`src/rtl/uart_tx_engine_pkg.sv`:
```
// Shared UART definitions: FSM state encoding, board default bit period, frame-length helper.
// Latency and backpressure: none (definitions only).
package uart_tx_engine_pkg;

  typedef enum logic [2:0] {
    ST_IDLE   = 3'd0,
    ST_START  = 3'd1,
    ST_DATA   = 3'd2,
    ST_PARITY = 3'd3,
    ST_STOP   = 3'd4
  } tx_state_t;

  // 12 MHz board clock, 115200 baud
  localparam int DEFAULT_CLKS_PER_BIT = 104;

  function automatic int frame_bits(input int parity_en, input int stop_bits);
    return 1 + 8 + parity_en + stop_bits;
  endfunction

endpackage

```
`src/rtl/uart_baud_cnt.sv`:
```
// Bit-period down-counter: tick is high while count = 0; reloads CLKS_PER_BIT-1 on load or tick.
// Latency: tick asserts CLKS_PER_BIT-1 cycles after a load; no backpressure.
module uart_baud_cnt #(
  parameter int CLKS_PER_BIT = 104
) (
  input  logic clk,
  input  logic rst,
  input  logic load,
  output logic tick
);

  localparam int CW = (CLKS_PER_BIT > 1) ? $clog2(CLKS_PER_BIT) : 1;
  localparam logic [CW-1:0] RELOAD = CW'(CLKS_PER_BIT - 1);

  logic [CW-1:0] count;

  always_ff @(posedge clk) begin
    if (rst) begin
      count <= '0;
    end else if (load || tick) begin
      count <= RELOAD;
    end else begin
      count <= count - CW'(1);
    end
  end

  assign tick = (count == '0);

endmodule

```
`src/rtl/uart_tx_engine.sv`:
```
// Async serial transmitter: start, 8 data bits LSB first, optional parity, 1-2 stop bits; tx idles high.
// Latency: tx drops on the accepting edge; requests while is_transmitting=1 are dropped, not queued.
module uart_tx_engine
  import uart_tx_engine_pkg::*;
#(
  parameter int CLKS_PER_BIT = DEFAULT_CLKS_PER_BIT,
  parameter int STOP_BITS    = 1,
  parameter int PARITY_EN    = 0,
  parameter int PARITY_ODD   = 0
) (
  input  logic       clk,
  input  logic       rst,
  input  logic [7:0] tx_byte,
  input  logic       transmit,
  output logic       is_transmitting,
  output logic       tx,
  output logic       tx_done
);

  tx_state_t  state_q, state_d;
  logic [7:0] shreg_q, shreg_d;
  logic [2:0] bit_idx_q, bit_idx_d;
  logic       par_q, par_d;
  logic       stop_idx_q, stop_idx_d;
  logic       tx_d, busy_d, done_d;
  logic       load, tick;

  uart_baud_cnt #(
    .CLKS_PER_BIT(CLKS_PER_BIT)
  ) u_baud (
    .clk  (clk),
    .rst  (rst),
    .load (load),
    .tick (tick)
  );

  always_ff @(posedge clk) begin
    if (rst) begin
      state_q         <= ST_IDLE;
      shreg_q         <= '0;
      bit_idx_q       <= '0;
      par_q           <= 1'b0;
      stop_idx_q      <= 1'b0;
      tx              <= 1'b1;
      is_transmitting <= 1'b0;
      tx_done         <= 1'b0;
    end else begin
      state_q         <= state_d;
      shreg_q         <= shreg_d;
      bit_idx_q       <= bit_idx_d;
      par_q           <= par_d;
      stop_idx_q      <= stop_idx_d;
      tx              <= tx_d;
      is_transmitting <= busy_d;
      tx_done         <= done_d;
    end
  end

  // Outputs are computed one cycle ahead so tx, busy and done all leave flops.
  always_comb begin
    state_d    = state_q;
    shreg_d    = shreg_q;
    bit_idx_d  = bit_idx_q;
    par_d      = par_q;
    stop_idx_d = stop_idx_q;
    tx_d       = tx;
    busy_d     = is_transmitting;
    done_d     = 1'b0;
    load       = 1'b0;

    case (state_q)
      ST_IDLE: begin
        tx_d   = 1'b1;
        busy_d = 1'b0;
        if (transmit) begin
          shreg_d = tx_byte;
          par_d   = (^tx_byte) ^ 1'(PARITY_ODD);
          tx_d    = 1'b0;
          busy_d  = 1'b1;
          load    = 1'b1;
          state_d = ST_START;
        end
      end
      ST_START: begin
        if (tick) begin
          tx_d      = shreg_q[0];
          shreg_d   = {1'b0, shreg_q[7:1]};
          bit_idx_d = 3'd0;
          state_d   = ST_DATA;
        end
      end
      ST_DATA: begin
        if (tick) begin
          if (bit_idx_q == 3'd7) begin
            if (PARITY_EN != 0) begin
              tx_d    = par_q;
              state_d = ST_PARITY;
            end else begin
              tx_d       = 1'b1;
              stop_idx_d = 1'b0;
              state_d    = ST_STOP;
            end
          end else begin
            tx_d      = shreg_q[0];
            shreg_d   = {1'b0, shreg_q[7:1]};
            bit_idx_d = bit_idx_q + 3'd1;
          end
        end
      end
      ST_PARITY: begin
        if (tick) begin
          tx_d       = 1'b1;
          stop_idx_d = 1'b0;
          state_d    = ST_STOP;
        end
      end
      ST_STOP: begin
        if (tick) begin
          if (stop_idx_q == 1'(STOP_BITS - 1)) begin
            tx_d    = 1'b1;
            busy_d  = 1'b0;
            done_d  = 1'b1;
            state_d = ST_IDLE;
          end else begin
            stop_idx_d = stop_idx_q + 1'b1;
          end
        end
      end
      default: begin
        tx_d    = 1'b1;
        busy_d  = 1'b0;
        state_d = ST_IDLE;
      end
    endcase
  end

endmodule
```
`config.mk`:
```
export PLATFORM = sky130hd
export DESIGN_NAME = uart_tx_engine
export DESIGN_NICKNAME = d
export VERILOG_FILES = /design/src/rtl/uart_tx_engine_pkg.sv /design/src/rtl/uart_baud_cnt.sv /design/src/rtl/uart_tx_engine.sv
export SDC_FILE = /design/constraint.sdc
export NUM_CORES = 1
export LEC_CHECK = 0
export CAP_MARGIN = 20
export CELL_PAD_IN_SITES_DETAIL_PLACEMENT = 0
export CELL_PAD_IN_SITES_GLOBAL_PLACEMENT = 1
export CORE_ASPECT_RATIO = 2
export CORE_UTILIZATION = 41
export CTS_CLUSTER_SIZE = 24
export DETAILED_ROUTE_END_ITERATION = 7
export HOLD_SLACK_MARGIN = 0.15
export PLACE_DENSITY_LB_ADDON = 0.3
export SLEW_MARGIN = 0
export SYNTH_ARGS = -nofsm -noshare
export SYNTH_HDL_FRONTEND = slang
export SYNTH_SLANG_ARGS = --single-unit
```
`constraint.sdc`:
```
create_clock -name clk -period 2.5 [get_ports clk]
set_clock_uncertainty 0.05 [all_clocks]
set_input_delay 0.375 -clock clk [delete_from_list [all_inputs] [get_ports clk]]
set_output_delay 0.375 -clock clk [all_outputs]
set_load 0.005 [all_outputs]
```
==> flow_summary_export.csv, run 1 <==
group,metric,value,unit
route,wl_per_cell,15.6,um
logic_synthesis,synth.avg_cell_area,8.85,um2
power_and_ir_drop,p_per_area,659,mW/mm2
route,maxUsedRoutingLayer,"met4",
power_and_ir_drop,power.leakage,0.553,nW
logic_synthesis,ys_seq_elements,24,
run_status,status,"complete, no violations",
floorplanning,core_region_area,0.00277,mm2
logic_synthesis,synth_top_area_cell,"dfxtp_1",
layout,final_common_cell,"dfxtp_1",
setup_path,critPathKind,"reg -> reg",
route,first_iter_violations,15,
place,place_ws,0.304,ns
route,dr_total_vias,1044,
global_routing,grt_pass1_vias,969,
clock_network,clkSinkCount,24,
route,drc,0,
setup_path,cp_slowest_stage_delay,0.49,ns
clock_network,cts_tree,"done",
global_routing,grt_usage,0.190,
clock_network,clkTransAtPathRegs,0.08,ns
layout,stdcell_count,179,
timing,setup_tns,0,ns
global_routing,antenna_found_initial,0,
setup_path,critPathRequiredTime,2.59,ns
setup_path,path_delay_family,"simple AND/OR/NAND/NOR gates",
place,port_buffers,13,
layout,final_util,0.509,
floorplanning,ios,14,
setup_path,arrival,2.28,ns
logic_synthesis,netlist_instances,136,
clock_network,post_cts_resized,0,
timing,fmax,456,MHz
layout,nNetsFinal,167,
clock_network,htree_levels,1,
global_routing,grt_max_degree,17,
timing,timing.final.ws_setup,0.305,ns
setup_path,critPathCaptureType,"flop",
route,wl_met3,54,um
logic_synthesis,muxShareOfSynthArea,0.0665,
logic_synthesis,synth_nets,151,
floorplanning,rows,27,
timing,finalCritPeriodShare,0.878,
clock_network,cts_setup_buffers,0,
setup_path,cp_num_buf_inv,1,
clock_network,insertion_delay,0.27,ns
layout,layout_common_cells,"24 x dfxtp_1, 14 x nand2_1, 13 x clkdlybuf4s50_1",
setup_path,cpMaxStageDelayCell,"or4_4",
timing,maxSlewViolCount,0,
logic_synthesis,synth_fa_ha_area_frac,0.0416,
logic_synthesis,synth_top_family_by_area,"simple AND/OR/NAND/NOR gates",
setup_path,crit_chain,"inv_1, ha_1, or3b_4, or4_4, a22o_1, mux2i_1",
logic_synthesis,synth-compound-area-share,0.173,
floorplanning,die_area,0.00317,mm2
clock_network,root_buffer,"clkbuf_8",
logic_synthesis,ys_types,34,
layout,drive_gt1_frac,0.0733,
clock_network,cts_buffer_depth,2,
floorplanning,die_y,78.6,um
logic_synthesis,synth_xor_area_frac,0.0437,
logic_synthesis,netlist_area,0.00120,mm2
timing,rsz0062_at_grt,"false",
route,wirelength,2790,um
setup_path,crit_path_start_kind,"flop",
worst_hold_path,hp-class,"reg -> reg",
clock_network,cts_hold_buf,0,
route,m1WireLength,995,um
logic_synthesis,synthTopCellsByArea,"dfxtp_1 40%, mux2i_1 6.7%, or3_1 4.7%, a21oi_1 4.6%, nand2_1 4.4%",
place,dp_cells,176,
route,wl_met2,1690,um
logic_synthesis,yosysWarnings,0,
clock_network,numCtsBuffers,3,
route,ant_nets,0,
floorplanning,initial_core_util,0.435,
layout,diodes,0,
place,dp_hpwl,2190,um
logic_synthesis,synth_top_area_frac,0.399,
logic_synthesis,synth-simple-area-share,0.229,
timing,final_hold_viol_count,0,
timing,layout_min_cycle_time,2.19,ns
route,viasPerCell,5.83,
global_routing,grt-ovfl-total,0,
setup_path,critPathMaxFanout,7,
layout,syn_to_final_growth,17.2,%
global_routing,grt_pass1_wl,4210,um
timing,slew_headroom,0.595,
place,gp_congestion,0.774,
timing,worst_pin_slew,0.606,ns
flow_run,maxCapViolCount,0,
route,first_pass_iters,2,
timing,setup-violations-final,0,
layout,nFillCells,281,
power_and_ir_drop,ir_drop,0.369,mV
floorplanning,die_w,40.3,um
logic_synthesis,synth_seq_area_share,0.399,
## through the flow
stage | area, um2 | total power [W] | hold slack, ns
final | 1410 | 0.000930 | 0.398
after floorplan | 1200 | 0.000638 | 0.375
after global placement | 1370 | 0.000704 | 0.384
after CTS | 1410 | 0.000941 | 0.406
after detailed placement | 1370 | 0.000713 | 0.394
after global routing | 1410 | 0.000982 | 0.433
## cells in the mapped netlist, drive strengths merged
| cell type | n |
|---|---|
| clkbuf | 4 |
| o211ai | 7 |
| or3b | 1 |
| o31ai | 1 |
| a211oi | 1 |
| xor2 | 1 |
| nand3 | 5 |
| o2111ai | 2 |
| or4 | 1 |
| xnor2 | 5 |
| mux2i | 8 |
| nor3 | 7 |
| or3 | 9 |
| nor2b | 2 |
| dfxtp | 24 |
| o21ai | 2 |
| inv | 5 |
| ha | 4 |
| o221a | 1 |
| nand2 | 14 |
| nor2 | 6 |
| a21oi | 11 |
| and3 | 1 |
| nand2b | 2 |
| o2111a | 1 |
| nor3b | 3 |
| o32a | 1 |
| a22oi | 1 |
| nand3b | 1 |
| a32oi | 1 |
| buf | 3 |
| a22o | 1 |
## final timing paths
| path | start | to | slack, ns | cells after the start |
|---|---|---|---|---|
| setup / recovery | u_baud.count[0] | shreg_q[0] | 0.31 | 6 |
| setup reg to reg | u_baud.count[0] | shreg_q[0] | 0.31 | 6 |
| hold reg to reg | u_baud.count[0] | u_baud.count[0] | 0.40 | 1 |
| hold / removal | u_baud.count[0] | u_baud.count[0] | 0.40 | 1 |
## routing by layer
layer	up-vias	track usage
met5	-	0
met4	0	0.0900
met3	4	0.0169
met2	10	0.377
met1	509	0.162
li1	521	-
## worst register-to-register path, cell delays in order, from the launching register on
cell and delay, ns:
dfxtp_1 0.32, inv_1 0.05, ha_1 0.18, or3b_4 0.40, or4_4 0.49, a22o_1 0.40, mux2i_1 0.17
## cell type report
cell class,count,area (um2),area share
clock buffer,3,41.3,0.0293
multi-input combinational,100,666,0.472
sequential,24,480,0.341
tap,29,36.3,0.0257
timing repair buffer,18,168,0.119
inverter,5,18.8,0.0133
## sequential cells by signal, summed over array words and instances, names as in the netlist
register	cells
shreg_q	8
state_q	3
is_transmitting	1
bit_idx_q	3
u_baud.count	7
tx_done	1
tx	1
## power breakdown
part	leakage, nW	total, W	internal [W]	switching, W
clock network	0.0216	0.000226	0.000108	0.000118
registers	0.197	0.000457	0.000424	0.0000325
logic	0.334	0.000247	0.000123	0.000124
total	0.553	0.000930	0.000655	0.000275
## cells by family (layout without fill, tap and decap cells)
kind of cell,count (synthesis),after routing
AOI/OAI and AO/OA,30,30
xor gates and xnor gates,6,6
adders and majority gates,4,4
buffers and inverters,12,26
DFF,24,24
muxes,8,8
and+or+nand+nor,52,52
Power figures use the tool's default switching activity.
==> run 2, diff against run 1 <==
--- a/config.mk
+++ b/config.mk
@@ -16,3 +16,2 @@
 export PLACE_DENSITY_LB_ADDON = 0.3
-export SLEW_MARGIN = 0
 export SYNTH_ARGS = -nofsm -noshare
--- a/constraint.sdc
+++ b/constraint.sdc
@@ -4,2 +4,2 @@
 set_output_delay 0.375 -clock clk [all_outputs]
-set_load 0.005 [all_outputs]
+set_load 0.02 [all_outputs]
==> results of run 2 <==
Same layout as run 1 (identical final DEF). Status: complete, no violations.
Main changes from that run: total power 0.000930 W -> 0.000934 W; worst IR drop on VDD 0.369 mV -> 0.370 mV
